**src/rtl/physics_pkg.sv**
```systemverilog
// Shared types and constants for the player motion engine.
package physics_pkg;

  typedef enum logic [1:0] {
    GROUNDED = 2'd0,
    RISING   = 2'd1,
    FALLING  = 2'd2
  } player_state_t;

  localparam logic [7:0] KEY_A     = 8'h04;
  localparam logic [7:0] KEY_D     = 8'h07;
  localparam logic [7:0] KEY_W     = 8'h1A;
  localparam logic [7:0] KEY_SPACE = 8'h2C;

  localparam int SCREEN_W = 640;
  localparam int SCREEN_H = 480;

endpackage

```
**src/rtl/frame_tick_sync.sv**
```systemverilog
// Brings the vsync-derived frame strobe into the Clk domain and turns each
// rising edge into a single-cycle tick. Flops reset high so a strobe that is
// already high when reset releases is not mistaken for a new frame.
module frame_tick_sync (
  input  logic Clk,
  input  logic Reset,
  input  logic frame_clk,
  output logic tick
);

  logic sync_p0;
  logic sync_p1;
  logic sync_p2;

  // two-flop synchronizer, edge-history flop, registered rising-edge pulse
  always_ff @(posedge Clk) begin
    if (Reset) begin
      sync_p0 <= 1'b1;
      sync_p1 <= 1'b1;
      sync_p2 <= 1'b1;
      tick    <= 1'b0;
    end else begin
      sync_p0 <= frame_clk;
      sync_p1 <= sync_p0;
      sync_p2 <= sync_p1;
      tick    <= sync_p1 & ~sync_p2;
    end
  end

endmodule

```
**src/rtl/player_physics.sv**
```systemverilog
// Per-frame player motion: horizontal walking with screen clamp, jump,
// gravity with terminal speed, and landing on the floor or one platform.
module player_physics #(
  parameter int X_START  = 320,
  parameter int Y_START  = 240,
  parameter int PLAYER_W = 8,
  parameter int PLAYER_H = 16,
  parameter int X_STEP   = 2,
  parameter int JUMP_VEL = 12,
  parameter int GRAVITY  = 1,
  parameter int VMAX     = 8
) (
  input  logic       Clk,
  input  logic       Reset,
  input  logic       frame_clk,
  input  logic [7:0] keycode,
  input  logic [9:0] PlatX,
  input  logic [9:0] PlatY,
  input  logic [9:0] PlatW,
  output logic [9:0] PlayerX,
  output logic [9:0] PlayerY,
  output logic [1:0] PlayerState
);

  import physics_pkg::*;

  localparam logic [9:0]        X_MAX   = 10'(SCREEN_W - PLAYER_W);
  localparam logic [9:0]        Y_FLOOR = 10'(SCREEN_H - PLAYER_H);
  localparam logic signed [10:0] FLOOR_S = 11'(SCREEN_H);
  localparam logic signed [10:0] H_S     = 11'(PLAYER_H);
  localparam logic signed [10:0] G_S     = 11'(GRAVITY);
  localparam logic signed [10:0] VMAX_S  = 11'(VMAX);
  localparam logic signed [10:0] VJUMP_S = 11'(-JUMP_VEL);

  function automatic logic [9:0] step_left(input logic [9:0] x);
    if (x < 10'(X_STEP)) return '0;
    return x - 10'(X_STEP);
  endfunction

  function automatic logic [9:0] step_right(input logic [9:0] x);
    logic [10:0] sum;
    sum = {1'b0, x} + 11'(X_STEP);
    if (sum > {1'b0, X_MAX}) return X_MAX;
    return sum[9:0];
  endfunction

  function automatic logic signed [10:0] sat_vy(input logic signed [10:0] v);
    if (v > VMAX_S) return VMAX_S;
    return v;
  endfunction

  logic tick;

  frame_tick_sync u_tick (
    .Clk       (Clk),
    .Reset     (Reset),
    .frame_clk (frame_clk),
    .tick      (tick)
  );

  logic [9:0]        pos_x, x_nxt;
  logic [9:0]        pos_y, y_nxt;
  logic signed [10:0] vel_y, vy_nxt;
  player_state_t     state, state_nxt;

  logic key_left, key_right, key_jump;
  assign key_left  = (keycode == KEY_A);
  assign key_right = (keycode == KEY_D);
  assign key_jump  = (keycode == KEY_W) || (keycode == KEY_SPACE);

  // Overlap uses 12 bits because PlatX+PlatW can exceed the 10-bit range.
  logic [11:0] x_ext, plat_l, plat_r;
  logic        overlap, supported;
  assign x_ext   = {2'b00, pos_x};
  assign plat_l  = {2'b00, PlatX};
  assign plat_r  = {2'b00, PlatX} + {2'b00, PlatW};
  assign overlap = ((x_ext + 12'(PLAYER_W)) > plat_l) && (x_ext < plat_r);

  logic signed [10:0] y_s, plat_y_s, y_bot, yn, yn_bot, vy_inc;
  assign y_s       = $signed({1'b0, pos_y});
  assign plat_y_s  = $signed({1'b0, PlatY});
  assign y_bot     = y_s + H_S;
  assign yn        = y_s + vel_y;
  assign yn_bot    = yn + H_S;
  assign vy_inc    = vel_y + G_S;
  assign supported = (y_bot == FLOOR_S) || ((y_bot == plat_y_s) && overlap);

  // next-state and datapath: everything holds except on a tick
  always_comb begin
    x_nxt     = pos_x;
    y_nxt     = pos_y;
    vy_nxt    = vel_y;
    state_nxt = state;
    if (tick) begin
      if (key_left)       x_nxt = step_left(pos_x);
      else if (key_right) x_nxt = step_right(pos_x);
      case (state)
        GROUNDED: begin
          if (key_jump) begin
            vy_nxt    = VJUMP_S;
            state_nxt = RISING;
          end else if (!supported) begin
            vy_nxt    = '0;
            state_nxt = FALLING;
          end
        end
        RISING: begin
          if (yn < 11'sd0) begin
            y_nxt     = '0;
            vy_nxt    = '0;
            state_nxt = FALLING;
          end else begin
            y_nxt  = yn[9:0];
            vy_nxt = vy_inc;
            if (vy_inc >= 11'sd0) state_nxt = FALLING;
          end
        end
        FALLING: begin
          if ((y_bot <= plat_y_s) && (yn_bot >= plat_y_s) && overlap) begin
            y_nxt     = PlatY - 10'(PLAYER_H);
            vy_nxt    = '0;
            state_nxt = GROUNDED;
          end else if (yn_bot >= FLOOR_S) begin
            y_nxt     = Y_FLOOR;
            vy_nxt    = '0;
            state_nxt = GROUNDED;
          end else begin
            y_nxt  = yn[9:0];
            vy_nxt = sat_vy(vy_inc);
          end
        end
        default: begin
          vy_nxt    = '0;
          state_nxt = FALLING;
        end
      endcase
    end
  end

  // state register; reset wins over a same-cycle tick
  always_ff @(posedge Clk) begin
    if (Reset) begin
      pos_x <= 10'(X_START);
      pos_y <= 10'(Y_START);
      vel_y <= '0;
      state <= FALLING;
    end else begin
      pos_x <= x_nxt;
      pos_y <= y_nxt;
      vel_y <= vy_nxt;
      state <= state_nxt;
    end
  end

  assign PlayerX     = pos_x;
  assign PlayerY     = pos_y;
  assign PlayerState = state;

endmodule

```
**config.mk**
```make
export PLATFORM = sky130hd
export DESIGN_NAME = player_physics
export DESIGN_NICKNAME = d
export VERILOG_FILES = /design/src/rtl/physics_pkg.sv /design/src/rtl/frame_tick_sync.sv /design/src/rtl/player_physics.sv
export SDC_FILE = /design/constraint.sdc
export NUM_CORES = 1
export LEC_CHECK = 0
export ABC_AREA = 1
export CAP_MARGIN = 15
export CORE_UTILIZATION = 40
export CTS_BUF_LIST = sky130_fd_sc_hd__clkbuf_16
export DETAILED_ROUTE_END_ITERATION = 10
export DONT_BUFFER_PORTS = 1
export SETUP_SLACK_MARGIN = 0.15
export SLEW_MARGIN = 15
export SYNTH_ARGS = -nofsm -noshare
export SYNTH_HDL_FRONTEND = slang
export SYNTH_SLANG_ARGS = --single-unit
```
**constraint.sdc**
```tcl
create_clock -name Clk -period 10.2 [get_ports Clk]
set_input_delay 0.51 -clock Clk [delete_from_list [all_inputs] [get_ports Clk]]
set_output_delay 0.51 -clock Clk [all_outputs]
set_load 0.1 [all_outputs]
```
# After elaboration in Yosys (flattened, before gate mapping)
# Cells that the tools add are included.
# word_totals
ff_bits	37
in_bits	41
out_inout_bits	22
wordCells	90
# classes
add_sub_neg	9
order_cmp	10
n_eq_ne	11
mux	37
bitwise_logic	2
reduce_logical	13
# op_table
operator	n
10-bit 2-to-1 mux	9
11-bit 2-to-1 mux	7
11-bit case mux with 3 select lines	1
10-bit case mux with 2 select lines	1
8-bit by 3-bit == test with 1-bit output, second input constant	2
1-bit 2-to-1 mux	12
2-bit 2-to-1 mux	6
10-bit by 10-bit adder with 11-bit output	1
10-bit by 2-bit adder with 11-bit output, second input constant	1
10-bit by 4-bit adder with 11-bit output, second input constant	1
10-bit by 5-bit adder with 11-bit output, second input constant	1
11-bit adder	1
11-bit by 2-bit adder with 11-bit output, second input constant	1
11-bit by 6-bit adder with 11-bit output, second input constant	1
11-bit by 10-bit == test with 1-bit output, second input constant	1
11-bit == test	1
11-bit by 1-bit >= comparator with 1-bit output, second input constant	1
11-bit by 10-bit >= comparator with 1-bit output, second input constant	1
11-bit >= comparator	1
11-bit by 10-bit greater-than comparator with 1-bit output	1
11-bit by 10-bit greater-than comparator with 1-bit output, second input constant	1
11-bit by 5-bit greater-than comparator with 1-bit output, second input constant	1
11-bit less-or-equal comparator	1
10-bit by 11-bit less-than comparator with 1-bit output	1
18 further kinds	27

# Logic depth before layout (Yosys ltp)
# depth
depth_word	12
ltp_mapped	32
depth_no_buf	32

# By module
# Synthesis repeated with hierarchy kept, for this count alone.
# unflattened
hier_cells	786
area_unflattened_um2	4869.7
# by_module_without_submodules
mod	n_inst	cells_each	area_each_um2	seq_area_each_um2
player_physics	1	776	4762.1	640.6
frame_tick_sync	1	10	107.6	80.1

# Worst setup path before layout
# Ideal clock, no wire load.
# synth_path
path_kind	register to register
from	register pos_y[0] (netlist: PlayerY[0])
to	register pos_y[3] (netlist: PlayerY[3])
setup_ns	0.109
arrival_time_ns	4.109
required_time_ns	10.091
path_slack_ns	5.981
stages_incl_launch_ff	33
path_buffers	0
period_less_slack_ns	4.219
cell_sequence	dfxtp_1 -> ha_1 -> inv_1 -> fa_1 -> inv_1 -> nand2_1 -> nand2_2 -> nand2_1 -> nand2_1 -> nand2_2 -> ha_1 -> inv_1 -> nand3_1 -> nand2_1 -> inv_1 -> ha_1 -> nand2_1 -> nor2_1 -> nand2_1 -> nand2_1 -> nand2_1 -> nand3_1 -> nand2_1 -> nand2_1 -> nand2_1 -> nor2_1 -> nand2_4 -> nand3_4 -> nand2_2 -> nand2_1 -> nand3_1 -> nand2_1 -> inv_1
# synth_between
elab_chain_cells	7
word_cells_on_any_way	13
classes_between	add/sub (3); order compare (4); mux (4); reduce/logical (2)
# synth_lines
item	line_no	rtl
start: declaration	player_physics.sv:62	logic [9:0] pos_y, y_nxt;
start signal: assignment	player_physics.sv:144	pos_y <= 10'(Y_START);
start signal: assignment	player_physics.sv:149	pos_y <= y_nxt;
11-bit adder	player_physics.sv:83	assign yn = y_s + vel_y;
11-bit by 6-bit adder with 11-bit output	player_physics.sv:84	assign yn_bot = yn + H_S;
11-bit >= comparator	player_physics.sv:119	if ((y_bot <= plat_y_s) && (yn_bot >= plat_y_s) && overlap) begin
1-bit logical AND (2 in series)	player_physics.sv:119	
10-bit 2-to-1 mux	player_physics.sv:119	
10-bit case mux with 2 select lines (*)	player_physics.sv:97	case (state)
# Mark *: on every way between the ends. The rest lies on a longest branch, timed or not.
# A chain may end at the register's enable or synchronous reset.

# Worst setup path in the final report
# layout_path
from	register pos_y[3] (netlist: PlayerY[3])
to	register pos_y[2] (netlist: PlayerY[2])
# Same word-level chain as after synthesis.

==> impl_metrics.ini <==
[outcome]
status = complete, but fails checks
violated_checks = DRC

[worst_setup_path]
worst_setup_path_end_kind = register
crit_cells = 30
worstPathMaxFanout = 10
worst_setup_path_end = PlayerY[2]
worst_path_top_cell_family_by_delay = simple AND/OR/NAND/NOR gates
cp-startpoint = PlayerY[3]
worst_reg_to_reg_setup_slack_ps = 5820
crit_arrival_ps = 4560
worst_setup_path_class = register to register
slowest_delay_ps = 1060
cp_data_required_time_ps = 10380
worst_r2r_startpoint = PlayerY[3]
cpMaxStageDelayCell = dfxtp_1
r2r.worst_path.cells = 30
timing.critical_path.buf_inv = 4
setup.worst_path.start_class = register
crit_path_frequent_cell = nand2_1
timing.rr.end = PlayerY[2]

[sta]
post-route-period-util_pct = 42.9
hold_viol_final = 0
fin_skew_ps = 8.67
slew-limit-headroom_pct = 20.2
rsz0062_at_grt = false
worst_hold_slack_ps = 301
finalSetupViolCount = 0
slew_violations = 0
final.setup.tns_ps = 0
max_freq_ghz = 0.229
min_period_ps = 4380
transition_at_the_pin_with_the_smallest_max_transition_slack_ps = 1200
post-route-worst-setup-slack_ps = 5820

[finish]
final.fill_count = 1245
count_of_placed_standard_cells_in_the_final_layout_fillers_left_out = 926
fin_area_um2 = 5230
n_antenna_cell = 0
drive_above_1_share_pct = 7.66
area_growth_syn_to_layout_pct = 8.07
design.final.nets = 898
multiInputGateArea_um2 = 3590
regArea_um2 = 721

[route]
total_routed_length_um = 13200
mean_number_of_vias_per_cell = 5.32
drt_pass1_iterations = 11
route.vias.total = 4926
route.detailed.wl_per_inst_um = 14.3
detail_route.drc_violations = 3
drt_first_iter_violations = 347
postRouteAntennaNets = 0

[cts]
post_cts_hold_buffer_count = 0
ctsLongestPathBuffers = 2
clock_tree.root_cell = clkbuf_16
htree_levels = 2
postCtsResizedCells = 0
numCtsBuffers = 5
postCtsSetupRepairBufs = 0
clk_pin_slew_worst_paths_ps = 60
tritoncts = done
clk_latency_ps = 280
clock_sinks = 36

[power_and_ir_drop]
powerDensity_nw_per_um2 = 71.5
vdd_drop_max_uv = 48.5
sw_share_pct = 30.0
share_clk_of_total_power_pct = 39.1
p_switching_uw = 112
leakagePower_uw = 0.00274
pwr-share-seq_pct = 38.8
internal_power_uw = 262
pwr-share-comb_pct = 22.1

[placed_design]
placed_cells_incl_taps = 919
finalWeightedCongestion = 0.938
pre_cts_slack_ps = 5860
postPlaceCellArea_um2 = 5090
dpl.hpwl_um = 11000
place.port_buffers = 0

[yosys]
synth_ff_type = dfxtp_1
yosysWarnings = 0
synth.top_cells.by_area = ha_1 (19%), dfxtp_1 (15%), nand2_1 (15%), inv_1 (9.6%), nand3_1 (6.6%)
synth_edf_count = 0
synthCells = 770
yosys.cell_types.count = 44
synth.net_count = 885
ys_seq_elements = 36
yosysSeqAreaShare_pct = 14.9
synth_area_leader_cell = ha_1
syn-cell-area_um2 = 4840
synth_largest_type_area_fraction_pct = 18.6
synthArstFlopShare_pct = 0
synthesis.area_per_instance_um2 = 6.28

[global_routing]
globalRouteTotalUtil_pct = 21.3
met2_usage_pct = 37.6
grt_pass1_wl_um = 21700
first_global_vias = 4682
use_met3_pct = 3.70
grt_start_max_net_pins = 24
antenna_violations_before_repair = 0
grt.overflow.total = 0
grt_busiest_layer = met2
grt.met1_usage_pct = 26.9

[die]
core_area_um2 = 11600
number_of_i_o_pins = 63
die_h_um = 112
start_util_pct = 41.7
die_area_um2 = 12500
core.rowCount = 39
die_width_um = 112

[job]
drv_cap = 0

[worst_hold_path]
min_path_type = input port to register
==> per-stage QoR <==
step | power [uW] | utilization (%)
global placement | 228 | 43.8
floorplan | 215 | -
finish | 374 | 45.0
detailed placement | 230 | 43.8
global route | 395 | 45.0
CTS | 377 | 45.0
==> synth_stat cells, types with 3 or more instances <==
cell type and instances:
a21oi_1 48, xor2_1 31, nor4_1 3, o21ai_0 34, nand2_2 13, o21a_1 3, inv_2 6, xnor2_1 6
ha_1 72, or2_2 3, dfxtp_1 36, nand3b_1 5, inv_1 124, a221oi_1 3, o21ai_1 4, nor3_2 3
nand3_1 64, a31oi_1 8, o21bai_1 4, o21ai_2 3, nor3_1 12, nand2_1 187, nand4_1 11, a21o_1 3
nor2_1 52, o211ai_1 4, clkbuf_1 7
==> layout make-up <==
class	count	share of cell area [%]
clock buffers	5	2.39
clock inverters	2	0.239
repair buffers	15	2.15
multi-input cells	594	68.6
well taps	143	3.42
inverters	131	9.40
flip-flops and latches	36	13.8
==> power groups by stage <==
| stage | sequential [uW] | combinational (uW) | clock (uW) |
|---|---|---|---|
| after floorplan | 151 | 63.6 | 0 |
| after global placement | 148 | 79.5 | 0 |
| after detailed placement | 148 | 81.9 | 0 |
| after CTS | 145 | 82.5 | 150 |
| after global routing | 145 | 94.4 | 155 |
| final | 145 | 82.5 | 146 |
==> how the worst min path moves through the flow <==
stage                         startpoint              to  slack [ps]  cells after the start
after floorplan           u_tick.sync_p2     u_tick.tick         370                      1
after global placement    u_tick.sync_p2     u_tick.tick         380                      1
after detailed placement  u_tick.sync_p2     u_tick.tick         380                      1
after CTS                          Reset        vel_y[4]         290                      1
after global routing               Reset  PlayerState[0]         290                      1
final                              Reset        vel_y[5]         300                      1
==> logic make-up (layout without fill, tap and decap cells) <==
family	after synthesis	after routing	share of synthesized area, %
other cells	1	1	0.0775
buf+inv	140	153	11.0
xor+xnor	37	37	6.70
flops	36	36	14.9
compound gates	119	119	14.1
simple gates	363	363	33.8
fa+ha+maj	74	74	19.4
==> layout by cell type (no fill, tap or decap), types with 2 or more instances in the layout <==
cell,n
nand2_1,187
inv_1,124
ha_1,72
nand3_1,64
nor2_1,52
a21oi_1,48
dfxtp_1,36
o21ai_0,34
xor2_1,31
buf_4,15
nand2_2,13
nor3_1,12
nand4_1,11
a31oi_1,8
inv_2,6
xnor2_1,6
nand3b_1,5
clkbuf_16,5
o21bai_1,4
o211ai_1,4
o21ai_1,4
nor3_2,3
a21o_1,3
o21a_1,3
nor4_1,3
o21ai_2,3
a221oi_1,3
or2_2,3
a21oi_2,2
nand3_4,2
nor2_2,2
fa_1,2
==> layer usage <==
layer,vias up,part of all wire [%]
met3,12,6.0
met2,137,48
met5,-,0
met1,2245,45
met4,0,1.2
li1,2532,-
==> sequential cells by signal (all words and copies together) (netlist names) <==
name            flops
vel_y              11
PlayerY            10
PlayerX             9
PlayerState         2
u_tick.sync_p0      1
u_tick.sync_p1      1
u_tick.sync_p2      1
u_tick.tick         1
==> worst register-to-register path, delay by kind of cell (launching register included) <==
kind | cells | cell delay, ps
fa+ha+maj | 3 | 920
flops | 1 | 1060
buf+inv | 4 | 200
simple gates | 23 | 2090
Power figures use the tool's default switching activity.
